### config.mk
export PLATFORM = sky130hd
export DESIGN_NAME = even_par_gen_tx
export DESIGN_NICKNAME = d
export VERILOG_FILES = /design/src/rtl/even_par_gen_tx.sv
export SDC_FILE = /design/constraint.sdc
export NUM_CORES = 1
export LEC_CHECK = 0
export CORE_MARGIN = 1.5
export CORE_UTILIZATION = 30
export DETAILED_ROUTE_END_ITERATION = 7
export PLACE_DENSITY = 0.54
export REMOVE_ABC_BUFFERS = 1
export SKIP_CTS_REPAIR_TIMING = 1
export SYNTH_ARGS = -nofsm -noshare
export SYNTH_HDL_FRONTEND = slang
export SYNTH_SLANG_ARGS = --single-unit
### constraint.sdc
create_clock -name clk -period 1.9 [get_ports clk]
set_clock_uncertainty 0.15 [all_clocks]
set_input_delay 0.475 -clock clk [delete_from_list [all_inputs] [get_ports clk]]
set_output_delay 0.475 -clock clk [all_outputs]
set_load 0.02 [all_outputs]
### src/rtl/even_par_gen_tx.sv
// rtl/even_par_gen_tx.sv - serial transmitter framing a word as start, data LSB first, even parity, stop
module even_par_gen_tx #(
    parameter int DATA_W       = 4,
    parameter int CLKS_PER_BIT = 1
) (
    input  logic              clk,
    input  logic              rst_n,
    input  logic [DATA_W-1:0] data_in,
    input  logic              data_valid,
    output logic              data_ready,
    output logic              tx_serial,
    output logic              tx_busy,
    output logic              parity_out,
    output logic              frame_done
);

    localparam int TW = (CLKS_PER_BIT > 1) ? $clog2(CLKS_PER_BIT) : 1;
    localparam int IW = (DATA_W > 1) ? $clog2(DATA_W) : 1;
    localparam logic [TW-1:0] TIMER_LAST = TW'(CLKS_PER_BIT - 1);
    localparam logic [IW-1:0] IDX_LAST   = IW'(DATA_W - 1);

    localparam logic [2:0] S_IDLE   = 3'd0;
    localparam logic [2:0] S_START  = 3'd1;
    localparam logic [2:0] S_DATA   = 3'd2;
    localparam logic [2:0] S_PARITY = 3'd3;
    localparam logic [2:0] S_STOP   = 3'd4;

    logic [2:0]        state_q, state_d;
    logic [TW-1:0]     timer_q, timer_d;
    logic [IW-1:0]     idx_q, idx_d;
    logic [DATA_W-1:0] shift_q, shift_d;
    logic              parity_q, parity_d;
    logic              ready_q, ready_d;
    logic              tx_q, tx_d;
    logic              busy_q, busy_d;
    logic              done_q, done_d;
    logic              bit_end;

    assign bit_end = (timer_q == TIMER_LAST);

    always_comb begin
        state_d  = state_q;
        timer_d  = timer_q;
        idx_d    = idx_q;
        shift_d  = shift_q;
        parity_d = parity_q;
        done_d   = 1'b0;

        // The timer only runs inside a frame; every bit-end resets it for the next bit.
        if (state_q != S_IDLE) begin
            timer_d = bit_end ? '0 : timer_q + TW'(1);
        end

        case (state_q)
            S_IDLE: begin
                if (ready_q && data_valid) begin
                    state_d  = S_START;
                    shift_d  = data_in;
                    parity_d = ^data_in;
                    timer_d  = '0;
                    idx_d    = '0;
                end
            end
            S_START: begin
                if (bit_end) state_d = S_DATA;
            end
            S_DATA: begin
                if (bit_end) begin
                    if (idx_q == IDX_LAST) begin
                        state_d = S_PARITY;
                        idx_d   = '0;
                    end else begin
                        idx_d   = idx_q + IW'(1);
                        shift_d = shift_q >> 1;
                    end
                end
            end
            S_PARITY: begin
                if (bit_end) state_d = S_STOP;
            end
            S_STOP: begin
                if (bit_end) begin
                    state_d = S_IDLE;
                    done_d  = 1'b1;
                end
            end
            default: begin
                state_d = S_IDLE;
                timer_d = '0;
                idx_d   = '0;
            end
        endcase

        // Outputs are registered, so they are derived from the state being entered.
        ready_d = (state_d == S_IDLE);
        busy_d  = (state_d != S_IDLE);
        case (state_d)
            S_START:  tx_d = 1'b0;
            S_DATA:   tx_d = shift_d[0];
            S_PARITY: tx_d = parity_d;
            default:  tx_d = 1'b1;
        endcase
    end

    always_ff @(posedge clk or negedge rst_n) begin
        if (!rst_n) begin
            state_q  <= S_IDLE;
            timer_q  <= '0;
            idx_q    <= '0;
            shift_q  <= '0;
            parity_q <= 1'b0;
            ready_q  <= 1'b0;
            tx_q     <= 1'b1;
            busy_q   <= 1'b0;
            done_q   <= 1'b0;
        end else begin
            state_q  <= state_d;
            timer_q  <= timer_d;
            idx_q    <= idx_d;
            shift_q  <= shift_d;
            parity_q <= parity_d;
            ready_q  <= ready_d;
            tx_q     <= tx_d;
            busy_q   <= busy_d;
            done_q   <= done_d;
        end
    end

    assign data_ready = ready_q;
    assign tx_serial  = tx_q;
    assign tx_busy    = busy_q;
    assign parity_out = parity_q;
    assign frame_done = done_q;

endmodule

==> out/metrics.yaml <==
ys.flop_type: "dfrtp_1"
io_buffers: 11
max-vdd-ir-drop_mv: 0.737
wl_met3_um: 97
fin_nets: 98
layout_common_cells: "dfrtp_1 (14), nor2_1 (6), clkdlybuf4s50_1 (6), dlymetal6s2s_1 (5), buf_4 (5)"
initial_utilization_pct: 32.1
std_cell_rows: 18
maxCapViolCount: 0
dr.pass1.iters: 4
status: "completed"
layout-drive-gt1-share_pct: 19.1
tns_ps: 0
antenna_found_initial: 0
avgSynthCellArea_um2: 11.3
met1Wirelength_um: 787
yosys_warnings: 0
track_usage_pct: 12.7
layout_commonest_cell: "dfrtp_1"
antennaDiodeCount: 0
nFillCells: 251
ant_nets: 0
fin_ws_ps: 117
cts_tree: "yes"
fmax_ghz: 0.561
num_vias: 633
worstReg2RegStart: "idx_q[0]$_DFFE_PN0P_"
highest_layer: "met4"
grt_max_degree: 15
yosysUniqueCellTypes: 35
wl_per_cell_um: 13.3
ys_async_sr_fraction_pct: 100
synth-edff-count: 0
die_width_um: 54.7
cts_sinks: 15
grt_pass1_vias: 598
numCtsBuffers: 3
hold_violations: 0
worstSetupPathType: "reg2reg"
synthToLayoutAreaGrowth_pct: 26.4
crit_path_end_kind: "flip-flop"
final.period_utilization_pct: 93.8
via_per_inst: 5.32
clk_pin_slew_ps: 100
fin_util_pct: 40.5
drv_slew: 0
grt_pass1_wl_um: 2640
core_area_um2: 2500
timing.rr.end: "shift_q[1]$_DFFE_PN0P_"
arrival_ps: 1800
holdCritPathClass: "in2async"
relSlewSlack_pct: 74.4
rsz0062_at_grt: "false"
leakage_nw: 0.494
dpl_worst_slack_ps: -122
startpoint_type: "flip-flop"
pin_count: 12
htreeDepth: 1
p_per_area_nw_per_um2: 1580
synth_seq_cells: 15
place.gp.congestion: 0.768
worst_slew_pin_slew_ps: 384
synth.yosys.seq_area_share_pct: 47.0
crit_required_ps: 1920
route.detailed.drc: 0
synth_top_area_cell: "dfrtp_1"
period_needed_ps: 1780
syn_area_um2: 802
wl_um: 1580
syn_inst: 71
worstPathMaxFanout: 4
grt-ovfl-total: 0
yosys-top-cells-area: "dfrtp_1 (44%), dfstp_2 (3.3%), o2bb2ai_1 (3.3%)"
cts.path.max_buffers: 2
setup_viol: 0
synth_top_cell_area_share_pct: 43.7
r2r_setup_slack_ps: 120
dpl.hpwl_um: 1200
rr_worst_depth: 5
wl_met2_um: 686
cts_root_buf: "clkbuf_4"
die_h_um: 54.7
dieArea_um2: 2990
clk_latency_ps: 300
drtIter0Drc: 15
[synth_stat cells (2+ instances only)]
cell type / number
o2bb2ai_1: 3
xnor2_1: 3
inv_1: 3
nand2b_1: 2
o22ai_1: 2
a222oi_1: 2
nor2_1: 6
dfrtp_1: 14
nor2b_1: 2
a21oi_1: 2
a211oi_2: 2
or3_1: 3
nor3_1: 2
and4bb_1: 2
nor3b_1: 3
[registers in the layout, indices dropped and copies added (netlist names)]
register and count:
state_q 3, tx_serial 1, data_ready 1, idx_q 2, shift_q 4, tx_busy 1, frame_done 1, parity_out 1
timer_q 1
[how the worst max path moves through the flow]
| stage | startpoint | end | slack (ps) | cells past startpoint |
|---|---|---|---|---|
| 2_1_floorplan | idx_q[0]$_DFFE_PN0P_ | shift_q[1]$_DFFE_PN0P_ | 220 | 5 |
| 3_3_place_gp | data_valid | tx_serial$_DFF_PN1_ | -90 | 5 |
| 3_5_place_dp | data_valid | shift_q[2]$_DFFE_PN0P_ | -120 | 6 |
| 4_1_cts | tx_serial$_DFF_PN1_ | tx_serial | -130 | 1 |
| 5_1_grt | idx_q[0]$_DFFE_PN0P_ | shift_q[1]$_DFFE_PN0P_ | 50 | 5 |
| 6_report | idx_q[0]$_DFFE_PN0P_ | shift_q[1]$_DFFE_PN0P_ | 120 | 5 |
[power by group]
group	total [W]	leakage (nW)	internal, W	switching [W]
registers	0.000600	0.189	0.000458	0.000143
clock network	0.000188	0.0177	0.0000784	0.000109
logic	0.000815	0.287	0.000419	0.000396
[through the flow]
| stage | instances | power (W) | hold WS, ps | area [um2] |
|---|---|---|---|---|
| after detailed placement | 115 | 0.00143 | 332 | 971 |
| final | 119 | 0.00160 | 295 | 1010 |
| after floorplan | 69 | 0.00115 | 29.4 | 786 |
| after global routing | 119 | 0.00174 | 326 | 1010 |
| after CTS | 119 | 0.00163 | 300 | 998 |
| after global placement | 115 | 0.00143 | 334 | 971 |
[logic make-up (layout without fill, tap and decap cells)]
logic type / Yosys count / count (layout) / synth area share [%]
flops: 15 / 15 / 47.0
buf+inv: 5 / 23 / 3.43
xor+xnor: 4 / 4 / 4.37
fa+ha+maj: 1 / 1 / 1.56
simple gates: 27 / 27 / 24.2
compound gates: 19 / 19 / 19.5
[worst max-delay path, stage by stage, from the launching register on]
cell      delay [ps]
dfrtp_1          430
ha_2             230
a211o_1          310
a21o_1           190
a222oi_1         280
inv_1             70
[routing by layer]
metal,global-route usage (%),vias to the layer above
met5,0,-
met4,3.75,0
met3,4.92,2
met2,19.6,17
met1,16.2,311
li1,-,303
[area by class of cell]
class / instances / area [um2] / area share, %
timing repair buffer: 16 / 160 / 15.8
multi-input combinational: 51 / 400 / 39.5
clock buffer: 3 / 22.5 / 2.22
tap: 30 / 37.5 / 3.70
clock inverter: 1 / 5.00 / 0.494
inverter: 3 / 11.3 / 1.11
sequential: 15 / 377 / 37.2
Note: power is estimated with default switching activity, not from simulation.
